===== config.mk =====
export PLATFORM = sky130hd
export DESIGN_NAME = chip_idle_ctrl_flat
export DESIGN_NICKNAME = d
export VERILOG_FILES = /design/src/rtl/chip_idle_ctrl_if.sv /design/src/rtl/chip_idle_ctrl.sv /design/src/flat_wrapper.sv
export SDC_FILE = /design/constraint.sdc
export NUM_CORES = 1
export LEC_CHECK = 0
export BUFFER_PORTS_ARGS = -buffer_cell sky130_fd_sc_hd__buf_4
export CAP_MARGIN = 20
export CORE_UTILIZATION = 30
export CTS_BUF_LIST = sky130_fd_sc_hd__clkbuf_8
export CTS_CLUSTER_DIAMETER = 80
export CTS_CLUSTER_SIZE = 8
export DETAILED_ROUTE_END_ITERATION = 8
export GPL_TIMING_DRIVEN = 0
export HOLD_SLACK_MARGIN = 0.05
export SYNTH_ARGS = -nofsm -noshare
export SYNTH_HDL_FRONTEND = slang
export SYNTH_SLANG_ARGS = --single-unit

===== constraint.sdc =====
create_clock -name clk -period 4.2 [get_ports clk]
set_input_delay 0.42 -clock clk [delete_from_list [all_inputs] [get_ports clk]]
set_output_delay 0.42 -clock clk [all_outputs]
set_load 0.02 [all_outputs]

===== src/rtl/chip_idle_ctrl_if.sv =====
// Signal bundle between the idle controller, its CSRs, the idle generator
// and the clock/power controller.
interface chip_idle_ctrl_if #(
  parameter int IDLE_CNT_W = 16,
  parameter int N_WAKE     = 8
);
  logic                  idle_en;
  logic [IDLE_CNT_W-1:0] idle_thresh;
  logic                  chip_is_idle;
  logic [N_WAKE-1:0]     wake_src;
  logic [N_WAKE-1:0]     wake_mask;
  logic                  gate_ack;
  logic                  gate_req;
  logic                  cpu_wake;
  logic [2:0]            idle_state;
  logic [15:0]           idle_entries;

  // Four-phase gate handshake: gate_req rises only while gate_ack is low, stays
  // high until gate_ack rises, falls only while gate_ack is high, and may not
  // rise again until gate_ack has dropped.
  modport master (
    output idle_en, idle_thresh, chip_is_idle, wake_src, wake_mask, gate_ack,
    input  gate_req, cpu_wake, idle_state, idle_entries
  );

  modport slave (
    input  idle_en, idle_thresh, chip_is_idle, wake_src, wake_mask, gate_ack,
    output gate_req, cpu_wake, idle_state, idle_entries
  );
endinterface


===== src/rtl/chip_idle_ctrl.sv =====
// Qualifies chip idle with a dwell counter, gates the chip clock via a
// four-phase req/ack handshake, and pulses cpu_wake on the way back out.
module chip_idle_ctrl #(
  parameter int IDLE_CNT_W = 16,
  parameter int N_WAKE     = 8,
  parameter int WAKE_HOLD  = 4
) (
  input  logic           clk,
  input  logic           rst,
  chip_idle_ctrl_if.slave bus
);
  typedef enum logic [2:0] {
    RUN   = 3'd0,
    COUNT = 3'd1,
    REQ   = 3'd2,
    GATED = 3'd3,
    WAKE  = 3'd4
  } state_t;

  localparam int HOLD_W = $clog2(WAKE_HOLD + 1);

  state_t                state;
  logic [IDLE_CNT_W-1:0] cnt;
  logic                  wake_pend;
  logic [HOLD_W-1:0]     hold_cnt;
  logic                  gate_req;
  logic                  cpu_wake;
  logic [15:0]           entries;

  logic wake;
  logic leave;

  assign wake  = |(bus.wake_src & bus.wake_mask);
  assign leave = wake || !bus.idle_en;

  always_ff @(posedge clk or posedge rst) begin
    if (rst) begin
      state     <= RUN;
      cnt       <= '0;
      wake_pend <= 1'b0;
      hold_cnt  <= '0;
      gate_req  <= 1'b0;
      cpu_wake  <= 1'b0;
      entries   <= '0;
    end else begin
      case (state)
        RUN: begin
          cnt <= '0;
          if (bus.idle_en && bus.chip_is_idle && !wake) state <= COUNT;
        end
        COUNT: begin
          if (!bus.chip_is_idle || leave) begin
            state <= RUN;
            cnt   <= '0;
          end else if (cnt == bus.idle_thresh) begin
            state    <= REQ;
            gate_req <= 1'b1;
          end else if (cnt < bus.idle_thresh) begin
            cnt <= cnt + 1'b1;
          end
        end
        REQ: begin
          // The request cannot be withdrawn; exit requests are remembered instead.
          if (leave) wake_pend <= 1'b1;
          if (bus.gate_ack) begin
            if (entries != 16'hFFFF) entries <= entries + 16'd1;
            if (wake_pend || leave) begin
              state    <= WAKE;
              gate_req <= 1'b0;
            end else begin
              state <= GATED;
            end
          end
        end
        GATED: begin
          if (leave) begin
            state    <= WAKE;
            gate_req <= 1'b0;
          end
        end
        WAKE: begin
          gate_req <= 1'b0;
          // cpu_wake doubles as the "hold running" flag.
          if (!cpu_wake) begin
            if (!bus.gate_ack) begin
              cpu_wake <= 1'b1;
              hold_cnt <= HOLD_W'(1);
            end
          end else if (hold_cnt == HOLD_W'(WAKE_HOLD)) begin
            cpu_wake  <= 1'b0;
            hold_cnt  <= '0;
            wake_pend <= 1'b0;
            cnt       <= '0;
            state     <= RUN;
          end else begin
            hold_cnt <= hold_cnt + 1'b1;
          end
        end
        default: begin
          state    <= RUN;
          gate_req <= 1'b0;
          cpu_wake <= 1'b0;
        end
      endcase
    end
  end

  assign bus.gate_req     = gate_req;
  assign bus.cpu_wake     = cpu_wake;
  assign bus.idle_state   = state;
  assign bus.idle_entries = entries;
endmodule


===== src/flat_wrapper.sv =====
// flat-port wrapper written by rule: the top's interface ports become plain ports
module chip_idle_ctrl_flat 
#(
  parameter int IDLE_CNT_W = 16,
  parameter int N_WAKE     = 8,
  parameter int WAKE_HOLD  = 4
)
  (clk, rst, bus_idle_en, bus_idle_thresh, bus_chip_is_idle, bus_wake_src, bus_wake_mask, bus_gate_ack, bus_gate_req, bus_cpu_wake, bus_idle_state, bus_idle_entries);
  chip_idle_ctrl_if #(.IDLE_CNT_W(IDLE_CNT_W), .N_WAKE(N_WAKE)) bus_i ();
  input  logic clk;
  input  logic rst;
  input wire logic [$bits(bus_i.idle_en)-1:0] bus_idle_en;
  input wire logic [$bits(bus_i.idle_thresh)-1:0] bus_idle_thresh;
  input wire logic [$bits(bus_i.chip_is_idle)-1:0] bus_chip_is_idle;
  input wire logic [$bits(bus_i.wake_src)-1:0] bus_wake_src;
  input wire logic [$bits(bus_i.wake_mask)-1:0] bus_wake_mask;
  input wire logic [$bits(bus_i.gate_ack)-1:0] bus_gate_ack;
  output wire logic [$bits(bus_i.gate_req)-1:0] bus_gate_req;
  output wire logic [$bits(bus_i.cpu_wake)-1:0] bus_cpu_wake;
  output wire logic [$bits(bus_i.idle_state)-1:0] bus_idle_state;
  output wire logic [$bits(bus_i.idle_entries)-1:0] bus_idle_entries;
  assign bus_i.idle_en = bus_idle_en;
  assign bus_i.idle_thresh = bus_idle_thresh;
  assign bus_i.chip_is_idle = bus_chip_is_idle;
  assign bus_i.wake_src = bus_wake_src;
  assign bus_i.wake_mask = bus_wake_mask;
  assign bus_i.gate_ack = bus_gate_ack;
  assign bus_gate_req = bus_i.gate_req;
  assign bus_cpu_wake = bus_i.cpu_wake;
  assign bus_idle_state = bus_i.idle_state;
  assign bus_idle_entries = bus_i.idle_entries;
  chip_idle_ctrl #(.IDLE_CNT_W(IDLE_CNT_W), .N_WAKE(N_WAKE), .WAKE_HOLD(WAKE_HOLD)) u_core (.clk(clk), .rst(rst), .bus(bus_i));
endmodule

; After elaboration in Yosys (flattened, before gate mapping)
; Cells that the tools add are included.
[totals]
register_bits = 41
output_inout_bits = 21
wordCells = 84
[classes]
n_reduce_logical = 19
n_eq_ne = 20
bitwise_logic = 2
addsub = 3
order_cmp = 1
n_mux = 32
[ops]
columns = cell, count
row1 = $mux W16, 5
row2 = $pmux W16 S3, 1
row3 = $mux W3, 11
row4 = $add A16 B1 Y16 const B, 2
row5 = $eq A16 B16 Y1, 1
row6 = $lt A16 B16 Y1, 1
row7 = $ne A16 B16 Y1 const B, 1
row8 = $ne A2 B1 Y1 const B, 8
row9 = $pmux W3 S5, 1
row10 = $reduce_and A6 Y1, 2
row11 = $mux W1, 11
row12 = $and A8 B8 Y8, 1
row13 = $reduce_or A8 Y1, 1
row14 = $eq A3 B2 Y1 const B, 2
row15 = $eq A3 B3 Y1 const B, 2
row16 = $ne A3 B1 Y1 const B, 2
row17 = $reduce_and A5 Y1, 1
row18 = $ne A2 B2 Y1 const B, 2
row19 = $pmux W1 S2, 2
row20 = $pmux W1 S4, 1
row21 = $reduce_and A4 Y1, 1
row22 = $reduce_or A4 Y1, 1
row23 = $add A3 B1 Y3 const B, 1
row24 = $eq A3 B1 Y1 const B, 1
row25 = 10 further kinds, 15

; Longest topological paths before layout
; Gate-level depths: netlist (run 1).
[depth]
word_depth = 7
depth_mapped = 10
depth_no_buf = 8

; Worst setup path before layout (run 1)
; No wires, ideal clock.
[synth_timing]
path_kind = input -> register
startpoint = in bus_idle_thresh[14]
endpoint = reg u_core.cnt[9]
path_stages = 10
arrival_ns = 2.313
slack_ns = 1.754
required_time_ns = 4.067
cell_sequence = inv_1 ha_1 and4_1 nand4_1 or4_1 nand3_1 buf_4 buf_2 a2bb2oi_1 nand2_1
[synth_via]
elab_chain_cells = 3
[synth_rtl]
columns = element, line
row1 = "start, declared", flat_wrapper.sv:13  ; input wire logic [$bits(bus_i.idle_thresh)-1:0] bus_idle_thresh;
row2 = $lt A16 B16 Y1 / $eq A16 B16 Y1 (equally long branches), "chip_idle_ctrl.sv:58, chip_idle_ctrl.sv:55"
row3 = $ne A3 B1 Y1 (no line) / $ne A3 B2 Y1 (equally long branches), --
row4 = $reduce_and A5 Y1 (no line) (*), --
row5 = "end signal, assigned", chip_idle_ctrl.sv:59  ; cnt <= cnt + 1'b1;
row6 = "end, declared", chip_idle_ctrl.sv:23  ; logic [IDLE_CNT_W-1:0] cnt;
; Every way passes the cells marked *; elsewhere a longest branch is shown, timed or not.
; A chain may end at the register's enable or synchronous reset.

; Worst setup path in the final report (run 1)
[layout_timing]
startpoint = reg u_core.cnt[13]
endpoint = reg u_core.cnt[9]
[layout_via]
elab_chain_cells = 3
[layout_rtl]
columns = element, line
row1 = $lt A16 B16 Y1 / $eq A16 B16 Y1 (equally long branches), "chip_idle_ctrl.sv:58, chip_idle_ctrl.sv:55"
row2 = $ne A3 B1 Y1 (no line) / $ne A3 B2 Y1 (equally long branches), --
row3 = $reduce_and A5 Y1 (no line) (*), --
; Marks and branches as above.

==> results of run 1 <==
-- sequential cells by signal, summed over array words and instances (netlist names) --
register and count:
u_core.bus.cpu_wake 1, u_core.bus.gate_req 1, u_core.bus.idle_entries 16, u_core.bus.idle_state 3, u_core.cnt 16, u_core.hold_cnt 3, u_core.wake_pend 1
-- layout by cell type, fill, tap and decap left out, types with 11 or more instances in the layout --
cell type                   n
sky130_fd_sc_hd__nand4_1   11
sky130_fd_sc_hd__nand3_1   28
sky130_fd_sc_hd__buf_4     58
sky130_fd_sc_hd__nand2_1   30
sky130_fd_sc_hd__ha_1      20
sky130_fd_sc_hd__dfrtp_1   41
sky130_fd_sc_hd__o21ai_0   11
sky130_fd_sc_hd__or4_1     13
sky130_fd_sc_hd__nor2_1    16
sky130_fd_sc_hd__inv_1     25
sky130_fd_sc_hd__o211ai_1  11
-- power by group --
part           leakage (nW)  switching [mW]  internal, mW
sequential            0.550         0.00723         0.403
clock                0.0540           0.140         0.173
combinational          1.06          0.0819        0.0625
-- how the worst min path moves through the flow --
stage	startpoint	to
after global routing	rst	u_core.hold_cnt[2]
after detailed placement	rst	u_core.bus.idle_entries[5]
after floorplan	u_core.hold_cnt[1]	u_core.hold_cnt[1]
after global placement	u_core.bus.idle_entries[10]	u_core.bus.idle_entries[10]
final	rst	u_core.bus.idle_entries[5]
after CTS	rst	u_core.bus.idle_entries[5]
-- cells in the mapped netlist (3+ instances only) --
master                     number  area [um2]
sky130_fd_sc_hd__dfrtp_1       41        1030
sky130_fd_sc_hd__nand2_1       30         113
sky130_fd_sc_hd__nand3_1       28         140
sky130_fd_sc_hd__inv_1         26        97.6
sky130_fd_sc_hd__ha_1          20         250
sky130_fd_sc_hd__nor2_1        16        60.1
sky130_fd_sc_hd__or4_1         13        97.6
sky130_fd_sc_hd__nand4_1       11        68.8
sky130_fd_sc_hd__o211ai_1      11        82.6
sky130_fd_sc_hd__o21ai_0       11        55.1
sky130_fd_sc_hd__xnor2_1        9        78.8
sky130_fd_sc_hd__a21oi_1        8        40.0
sky130_fd_sc_hd__xor2_1         6        52.6
sky130_fd_sc_hd__and3_1         5        31.3
sky130_fd_sc_hd__clkbuf_1       5        18.8
sky130_fd_sc_hd__a22oi_1        4        30.0
sky130_fd_sc_hd__and4_1         4        35.0
sky130_fd_sc_hd__o31ai_1        4        30.0
sky130_fd_sc_hd__and2_1         3        18.8
sky130_fd_sc_hd__nand2b_1       3        18.8
sky130_fd_sc_hd__nor3_1         3        15.0
-- through the flow --
stage                     total power, mW   util
after floorplan                     0.504      -
after global placement              0.559  0.373
after detailed placement            0.564  0.375
after CTS                           0.880  0.387
after global routing                0.910  0.387
final                               0.867  0.387
-- metal layers --
layer,GRT usage,share of wire,vias to the layer above
met5,0,0,-
met4,0.0515,0.012,0
li1,-,-,1235
met2,0.249,0.48,70
met1,0.186,0.45,1174
met3,0.0284,0.051,5
-- cells by family (layout without fill, tap and decap cells) --
family / Yosys count / count (layout) / synth area share
AND/OR/NAND/NOR: 129 / 129 / 0.262
AO/OA/AOI/OAI: 56 / 56 / 0.144
flip-flops: 41 / 41 / 0.384
buffers and inverters: 35 / 100 / 0.0544
adder cells (fa/ha/maj): 20 / 20 / 0.0937
XOR/XNOR: 15 / 15 / 0.0492
multiplexers: 3 / 3 / 0.0117
-- worst max-delay path, stage by stage (launching register included) --
cell                        delay (ns)
sky130_fd_sc_hd__dfrtp_1          0.44
sky130_fd_sc_hd__ha_1             0.32
sky130_fd_sc_hd__and4_1           0.24
sky130_fd_sc_hd__nand4_1          0.19
sky130_fd_sc_hd__or4_1            0.62
sky130_fd_sc_hd__nand3_1          0.21
sky130_fd_sc_hd__buf_4            0.20
sky130_fd_sc_hd__buf_2            0.25
sky130_fd_sc_hd__a2bb2oi_1        0.19
sky130_fd_sc_hd__nand2_1          0.08
-- cell type report --
type	count	area (um2)	area share
buffer	9	47.5	0.0142
clock buffer	5	68.8	0.0205
clock inverter	2	35.0	0.0104
inverter	26	97.6	0.0291
multi-input combinational	223	1500	0.447
sequential	41	1030	0.306
tap	108	135	0.0403
timing repair buffer	58	448	0.133
==> results list, run 1 <==
- The run finished with clean final reports.
* Initial core utilization: 0.308
* Clk root buf: sky130_fd_sc_hd__clkbuf_8
- Unrepaired setup endpoints after global routing: false
* Antenna violations before repair: 0
* Clock buffers created by TritonCTS: 5
- In the final routed layout, each cell accounts on average for 13.3 um.
- The worst register-to-register path has a depth of 9.
* Capture point of the worst reg-to-reg path: u_core.cnt[9]
* Crit end category: flip-flop
- Antenna cells: 0
* Share of final-layout standard cells stronger than drive strength 1: 0.209
* Clock skew: 0.00262 ns
- Once routing completed, OpenROAD measured the worst setup slack at 1.33 ns.
* Fin area: 0.00336 mm2
- Clock sinks: 41
- Max Slew Vio Count: 0
- Average cell area after synthesis: 8.93 um2
* Worst setup SP type: flip-flop
- CTS tree: done
* Category of the most critical setup path: flip-flop to flip-flop
- The congestion estimate from routability-driven global placement came to 0.754.
- End of the critical path: u_core.cnt[9]
- After detailed routing, the number of remaining DRC violations is 0.
- The floorplan has 34 rows.
- The via count of the first global-routing pass is 2291.
* Yosys synthesis warning count: 0
- Worst r2r src: u_core.cnt[13]
- Number of enable flip-flop cells after synthesis: 0
- Tracing the worst setup path back leads to its startpoint at u_core.cnt[13].
* Clock transition at the registers of the reported paths: 0.08 ns
- Non-filler cells in the finished layout: 472
* Peak fanout along the critical path: 10
* H-tree depth: 2
- The detailed router finished its first iteration with 116 violations.
- The HPWL after detailed placement is 4.81 mm.
- In this run the post-CTS setup repair buffer count came out at 0.
- Total length of routed wires: 6.29 mm
* DP Worst Slack: 1.29 ns
- Across the VDD grid, the largest voltage drop is 0.000131 V.
- Once detail routing completed, the nets flagged for antenna violations numbered 0.
* Final-report setup violation count: 0
- Max frequency: 349 MHz
- Dividing total power by cell area gives a power density of 258 mW/mm2.
- Global-route wire length before repair: 10.5 mm
* Top-level port count: 58
- Die Y-Extent: 96.3 um
- Relative to the synthesized area, the layout overhead comes to 25.7%.
* Lkg Pwr: 1.67 nW
- Post-layout net count: 421
- Maxcap violations: 0
- Of the synthesized area, sequential elements account for 0.384.
- Summing over every cut layer, the via total after detailed routing is 2484.
- Global-route usage over all layers: 0.147
- Share of flip-flops with an asynchronous set or reset after synthesis: 1.00
- When the netlist entered floorplanning its net count stood at 356.
- Summing all placed instances gives a cell area of 0.00325 mm2.
* Relative slew slack: 0.344
- The floorplan step set the die width to 96.3 um.
- Number of instances in the synthesized netlist: 299
* Post-CTS resize count: 0
- Longest Clk Path Bufs: 2
* Final Cycle Share: 0.682
- Congestion Overflow GR: 0
- Number of input and output port buffers inserted: 57
- Hold buffer count at CTS: 0
- The die covers 0.00928 mm2.
- The count of final hold-check violations came to 0.
- In the synthesized netlist the dominant register cell turns out to be sky130_fd_sc_hd__dfrtp_1.
- Count of cell types in the netlist: 49
- Clock insertion delay at the later pin of the skew report: 0.29 ns
- After filler insertion, the fill cell instance count of the layout stands at 894.
- Dividing the detail-routed via count by the number of cells gives 5.26.
- CP required: 4.37 ns
* Total standard cell area after synthesis: 0.00267 mm2
* Total of flip-flops plus latches after synthesis: 41
* Final worst path period need: 2.87 ns
* Floorplan Core Area: 0.00868 mm2
- Data arrives at the worst endpoint at 3.03 ns.
* Class of the tightest hold or removal check: input port to asynchronous set/reset pin
- DP Cell Count: 465
- Before antenna repair, the detailed router went through 4 iterations.
* Largest net degree at the start of global routing: 30
- Worst hold slack across all endpoints: 0.0690 ns
- For the pin with the worst max-slew slack, the measured transition is 0.971 ns.
- Slack of the worst reg-to-reg path: 1.33 ns
* Setup Total Neg Slack: 0 ns
Power figures use the tool's default switching activity.
==> run 2: changes to the inputs <==
- ABC_AREA: unset -> 1
- clock period: 4.2 -> 2.9 ns (I/O delays scaled with it)
==> run 2 against run 1 <==
  * Worst hold slack better by 0.34 ns
  * Critical path depth up 2
  * Worst setup slack worse by 0.41 ns
  * Design area up 14%
  * Sequential power up 65%
  * Critical endpoint is now u_core.cnt[1]
==> results list, run 2 <==
* Commonest non-fill, non-tap cell in the layout: sky130_fd_sc_hd__nand2_1
* Share of final-layout standard cells stronger than drive strength 1: 0.166
* Number of nets with antenna violations after routing: 0
* Fraction of power consumed by the clock network: 0.287
- Net switching power of the design: 510 uW
- CTS tree: done
- Buffers inserted during clock tree synthesis total 5.
- Category of the most critical setup path: flip-flop to flip-flop
* Worst slew pin tran: 0.479 ns
- The later pin in the worst-skew pair is clocked with a latency of 0.29 ns.
- Clk root buf: sky130_fd_sc_hd__clkbuf_8
- In the synthesized netlist, the cells that appear most often are sky130_fd_sc_hd__nand2_1 (143), sky130_fd_sc_hd__inv_1 (61), sky130_fd_sc_hd__nor2_1 (59).
- Of the total power, combinational logic draws 0.278.
- After clock tree synthesis, the clock-pin slew on the worst setup and hold paths is 0.08 ns.
- A synthesized cell averages 6.86 um2.
- Post-CTS resize count: 0
* Power per unit of standard cell area: 407 mW/mm2
- Yosys synthesis warning count: 0
- Critical Path AT: 2.16 ns
- The worst hold path belongs to the class input port to flip-flop.
- STA puts the critical path data required time at 3.09 ns.
- Top library cells by usage in the layout, fill and taps aside: sky130_fd_sc_hd__nand2_1 (143), sky130_fd_sc_hd__inv_1 (60), sky130_fd_sc_hd__nor2_1 (59)
- The die covers 0.0107 mm2.
* Most frequently used cell type in the post-synthesis netlist: sky130_fd_sc_hd__nand2_1
- Counting every sink on the clock net gives 41.
- Final routed DRC violation total: 0
- Flip-flop cell with the highest count after synthesis: sky130_fd_sc_hd__dfrtp_1
- The cell count after synthesis came out at 452.
- Die X-Extent: 104 um
* Fraction of the yosys area taken by sequential cells: 0.331
* Final-report setup violation count: 0
* Number of enable flip-flop cells after synthesis: 0
- Floorplan Core Area: 0.00991 mm2
- Sequential fraction of design power: 0.435
- Count of cell types in the netlist: 30
* Total standard cell area after synthesis: 0.00310 mm2
- Clock skew: 0.00528 ns
- Worst hold slack across all endpoints: 0.413 ns
- Std cell rows: 36
- Iteration-0 DRC count of the detailed router: 129
* Number of input and output port buffers inserted: 57
* Share of flip-flops with an asynchronous set or reset after synthesis: 1.00
- Adding up every negative setup slack in the final design gives 0 ns.
- Longest Clk Path Bufs: 2
* Final Cycle Share: 0.683
- By area the synthesized netlist is led by sky130_fd_sc_hd__dfrtp_1 (33%), sky130_fd_sc_hd__nand2_1 (17%), sky130_fd_sc_hd__ha_1 (8.1%), sky130_fd_sc_hd__inv_1 (7.4%), sky130_fd_sc_hd__nor2_1 (7.1%).
- The congestion estimate from routability-driven global placement came to 0.839.
- Using the TritonRoute via totals, the vias-per-cell ratio works out to 4.54.
* Antenna violations before repair: 0
* # Post-CTS Setup Buffers: 0
- HPWL after DPL: 5.64 mm
* Congestion Overflow GR: 0
- Lkg Pwr: 2.07 nW
- Setup repair after global routing left no endpoint under its margin.
- Summed over all instances, the cell type with the most area after synthesis is sky130_fd_sc_hd__dfrtp_1.
- Post-layout net count: 575
* Initial core utilization: 0.313
* Die Y-Extent: 104 um
- The routed layout has 2954 vias.
* Status: completed
- 0 antenna diodes ended up in the layout.
- Net count after synthesis: 509
- 58 I/O pins were placed.
- Global-route usage over all layers: 0.142
* Router iterations before antenna repair: 5
- Filler cell count in the final layout: 1059
- Peak ir drop on the vdd network: 0.000208 V
* H-tree depth: 2
- The worst pin sits at a relative slew slack of 0.679.
- Dividing the detail-routed wire length by the instance count gives 10.9 um.
- The final layout contains routed wiring with a total length of 7.11 mm.
- Final count of hold timing violations: 0
- Total of flip-flops plus latches after synthesis: 41
- Internal power: 1.05 mW
- Largest net degree at the start of global routing: 42
- Max Slew Vio Count: 0
- STA classifies the critical path endpoint as a flip-flop.
- Sw Ratio: 0.327
- The via count of the first global-routing pass came to 2927.
- Worst setup SP type: flip-flop
- Area Overhead vs Synth: 23.5%
- Derived from the worst setup path, the maximum achievable clock frequency is 505 MHz.
* Global-route wire length before repair: 13.0 mm
* Hold buffer count at CTS: 1
- Along the worst path, the maximum fanout reaches 10.
- The share of synthesized area in the top cell type comes to 0.331.
- Final worst path period need: 1.98 ns
* Maxcap violations: 0
run 2: final timing paths:
| path | startpoint | end | slack (ns) | cells after the start |
|---|---|---|---|---|
| worst max-delay path | u_core.cnt[7] | u_core.cnt[1] | 0.92 | 11 |
| worst min-delay path | bus_gate_ack | u_core.bus.idle_state[1] | 0.41 | 4 |
| worst max register to register | u_core.cnt[7] | u_core.cnt[1] | 0.92 | 11 |
| worst min register to register | u_core.bus.gate_req | u_core.bus.gate_req | 0.51 | 2 |
| max in group asynchronous | rst | u_core.cnt[11] | 2.11 | 4 |
| min in group asynchronous | rst | u_core.bus.idle_entries[0] | 0.59 | 4 |
run 2: power groups by stage:
stage,Combinational [mW],Sequential [mW],Clock (mW)
after CTS,0.439,0.679,0.463
final,0.433,0.678,0.448
after detailed placement,0.437,0.689,0
after global routing,0.490,0.687,0.487
after global placement,0.426,0.686,0
after floorplan,0.251,0.715,0
run 2: logic make-up (layout without fill, tap and decap cells):
group / after synthesis / in the layout / synth area share
adders and majority gates: 20 / 20 / 0.0807
AOI/OAI and AO/OA: 24 / 24 / 0.0480
buffers and inverters: 69 / 135 / 0.0932
and+or+nand+nor: 278 / 278 / 0.391
DFF: 41 / 41 / 0.331
xor gates and xnor gates: 20 / 20 / 0.0565
run 2: cell type report:
class	instances	area, um2	share of cell area
Inverter	62	233	0.0608
Multi-Input combinational cell	342	1790	0.466
Sequential cell	41	1030	0.268
Clock inverter	2	35.0	0.00915
Timing Repair Buffer	59	458	0.120
Buffer	7	56.3	0.0147
Clock buffer	5	68.8	0.0180
Tap cell	133	166	0.0435
run 2: metrics by stage:
step	std cells	setup slack [ns]	power [mW]	util	area, um2
2_1_floorplan	452	1.21	0.965	-	3100
3_3_place_gp	642	0.971	1.11	0.373	3690
3_5_place_dp	643	0.925	1.13	0.375	3710
4_1_cts	651	0.903	1.58	0.386	3830
5_1_grt	651	0.696	1.66	0.386	3830
6_report	651	0.920	1.56	0.386	3830
run 2: worst max-delay path, stage by stage (launching register included):
cell and delay [ns]:
sky130_fd_sc_hd__dfrtp_1 0.46, sky130_fd_sc_hd__ha_1 0.33, sky130_fd_sc_hd__nand2_1 0.07, sky130_fd_sc_hd__nor2_1 0.14, sky130_fd_sc_hd__nand2_1 0.12, sky130_fd_sc_hd__nor2_1 0.15, sky130_fd_sc_hd__nor2_1 0.06, sky130_fd_sc_hd__nand2_1 0.10
sky130_fd_sc_hd__nand2_4 0.09, sky130_fd_sc_hd__buf_2 0.20, sky130_fd_sc_hd__nand3_1 0.08, sky130_fd_sc_hd__nand2_1 0.06
run 2: layer usage:
| metal | vias up | share of wire | GRT usage |
|---|---|---|---|
| li1 | 1560 | - | - |
| met1 | 1308 | 0.47 | 0.183 |
| met2 | 78 | 0.48 | 0.252 |
| met3 | 8 | 0.040 | 0.0189 |
| met4 | 0 | 0.0098 | 0.0347 |
| met5 | - | 0 | 0 |
==> run 3: changes to the inputs <==
- ABC_AREA: 1 -> 0
- clock period: 2.9 -> 1.7 ns (I/O delays scaled with it)
==> run 3 against run 2 <==
  * The run now ends with setup timing left
  * Critical path depth down 2
  * Clock skew increased by 0.0023 ns
  * Sequential power increased by 49%
  * Worst setup slack lost 1.6 ns
  * Largest cell class unchanged
  * Largest power group unchanged
==> results list, run 3 (synthesis gave the netlist of run 1 again) <==
* Initial core utilization: 0.308
- Top library cells by usage in the layout, fill and taps aside: sky130_fd_sc_hd__buf_4 (87), sky130_fd_sc_hd__dfrtp_1 (35), sky130_fd_sc_hd__nand2_1 (28)
- The routed layout has 2649 vias.
- Once placement completed, the tool counted placed cells totaling 465.
* Worst hold slack across all endpoints: 0.284 ns
- Status: complete, but fails checks
- Floorplan Core Area: 0.00868 mm2
- Violated checks: setup timing
* Crit end category: flip-flop
* Number of global-route vias before repair: 2409
- In this run the count of I/O pins placed on the die edge is 58.
- Of the total power, the share spent switching nets is 0.288.
- After the flow finishes, the layout carries non-filler instances totaling 506.
- Leaving out fill and tap cells, the most frequent cell in the layout is sky130_fd_sc_hd__buf_4.
- Iteration-0 DRC count of the detailed router: 97
* Sequential fraction of design power: 0.472
* Antenna violations before repair: 0
- Combinational fraction of design power: 0.211
- TritonCTS built the clock tree.
- Dividing the final minimum period by the clock period gives 1.38.
* Number of nets with antenna violations after routing: 0
- The area growth from synthesis to layout is 49.0%.
- Entering global routing, the biggest net connects 28 pins.
* Lkg Pwr: 1.92 nW
* Worst slew pin tran: 0.468 ns
* Std cell rows: 34
* Peak ir drop on the vdd network: 0.000368 V
* Global-route wire length before repair: 11.2 mm
* Die X-Extent: 96.3 um
* Overall power after layout: 2.14 mW
- Average wire per cell in the routed design: 14.1 um
- Congestion Overflow GR: 0
- Clock latency on the worst-skew pair, taken at its later pin, is 0.29 ns.
* Final worst path period need: 2.35 ns
* Die Y-Extent: 96.3 um
* Clock transition at the registers of the reported paths: 0.08 ns
- The repair_antennas step left the layout with diodes totalling 0.
* HPWL after DPL: 4.83 mm
- Relative slew slack: 0.685
- Longest Clk Path Bufs: 2
- Router iterations before antenna repair: 4
- Peak fanout along the critical path: 7
- For this run, design rule violations remaining after detail routing come to 0.
- Post-DR vias/cell: 5.24
- Max Slew Vio Count: 0
- Critical Path AT: 2.58 ns
- The worst setup path is launched from a flip-flop.
- Clk root buf: sky130_fd_sc_hd__clkbuf_8
- Max-cap violations in this run came to 0.
* Category of the most critical setup path: flip-flop to flip-flop
- Total length of routed wires: 7.13 mm
* Post-layout net count: 454
* Setup slack of the critical path after layout: -0.648 ns
- Internal power: 1.53 mW
- Net switching power of the design: 618 uW
* Final core utilization: 0.458
* Class of the tightest hold or removal check: input port to flip-flop
* Clock skew: 0.00760 ns
- Placer Congestion: 0.793
- Final count of hold timing violations: 0
* Share of final-layout standard cells stronger than drive strength 1: 0.412
- Port buffering added 57 buffers.
- Clock buffers created by TritonCTS: 5
* Power per unit of standard cell area: 539 mW/mm2
- Setup Total Neg Slack: -10.38 ns
* Global-route usage over all layers: 0.156
- Setup violations remaining at the end of the flow were counted as 27.
- Fraction of power consumed by the clock network: 0.317
- Clock sinks: 41
- Unrepaired setup endpoints after global routing: true
- Max frequency: 426 MHz
- CP required: 1.93 ns
* H-tree depth: 2
- The floorplan step defined a die boundary enclosing 0.00928 mm2.
run 3: metrics by stage:
step	cell area (um2)	worst slack (ns)
floorplan	2750	-0.504
global placement	3310	-0.791
detailed placement	3330	-0.804
CTS	3770	-0.661
global route	3980	-0.705
finish	3980	-0.648
run 3: per-layer routing:
| layer | routed length, um | GRT usage | part of all wire |
|---|---|---|---|
| met5 | 0 | 0 | 0 |
| met4 | 63 | 0.0368 | 0.0088 |
| met3 | 299 | 0.0316 | 0.042 |
| met2 | 3530 | 0.255 | 0.50 |
| met1 | 3240 | 0.212 | 0.45 |
run 3: path summary, 6_finish.rpt:
kind | cells past startpoint | from | endpoint | slack, ns
max | 9 | u_core.cnt[11] | u_core.cnt[13] | -0.65
max reg2reg | 9 | u_core.cnt[11] | u_core.cnt[13] | -0.65
min in group asynchronous | 3 | rst | u_core.bus.idle_entries[9] | 0.40
max in group asynchronous | 4 | rst | u_core.cnt[2] | 0.81
min reg2reg | 1 | u_core.bus.idle_entries[13] | u_core.bus.idle_entries[13] | 0.51
min | 4 | bus_gate_ack | u_core.bus.idle_state[1] | 0.28
run 3: worst max-delay path: stages, from the launching register on:
cell and delay (ns):
sky130_fd_sc_hd__dfrtp_1 0.39, sky130_fd_sc_hd__ha_1 0.30, sky130_fd_sc_hd__and2_4 0.15, sky130_fd_sc_hd__a221o_1 0.37
sky130_fd_sc_hd__a21oi_4 0.20, sky130_fd_sc_hd__nand3_4 0.10, sky130_fd_sc_hd__buf_8 0.15, sky130_fd_sc_hd__buf_6 0.13
sky130_fd_sc_hd__or4_4 0.41, sky130_fd_sc_hd__nand3_2 0.08
run 3: what timing repair did:
item                                    CTS  global route
endpoints found under the setup margin   32            35
pin swaps                                26            15
buffers inserted                         23             9
cloned                                    1             0
resized for setup                        33            32
hold endpoints to repair                 14             0
hold buffers                              1             0
run 3: final cells by class:
| class | instances | area, um2 |
|---|---|---|
| clock buffer | 6 | 82.6 |
| inverter | 26 | 97.6 |
| multi-input combinational | 223 | 1810 |
| tap | 108 | 135 |
| sequential | 41 | 1030 |
| clock inverter | 2 | 11.3 |
| fill | 812 | 4700 |
| timing repair buffer | 92 | 737 |
| buffer | 8 | 75.1 |
run 3: power by group through the flow:
stage	clock, mW	combinational (mW)	sequential [mW]
detailed placement	0	0.369	1.03
CTS	0.697	0.393	1.01
global placement	0	0.354	1.03
floorplan	0	0.204	1.05
finish	0.681	0.452	1.01
global route	0.729	0.499	1.02
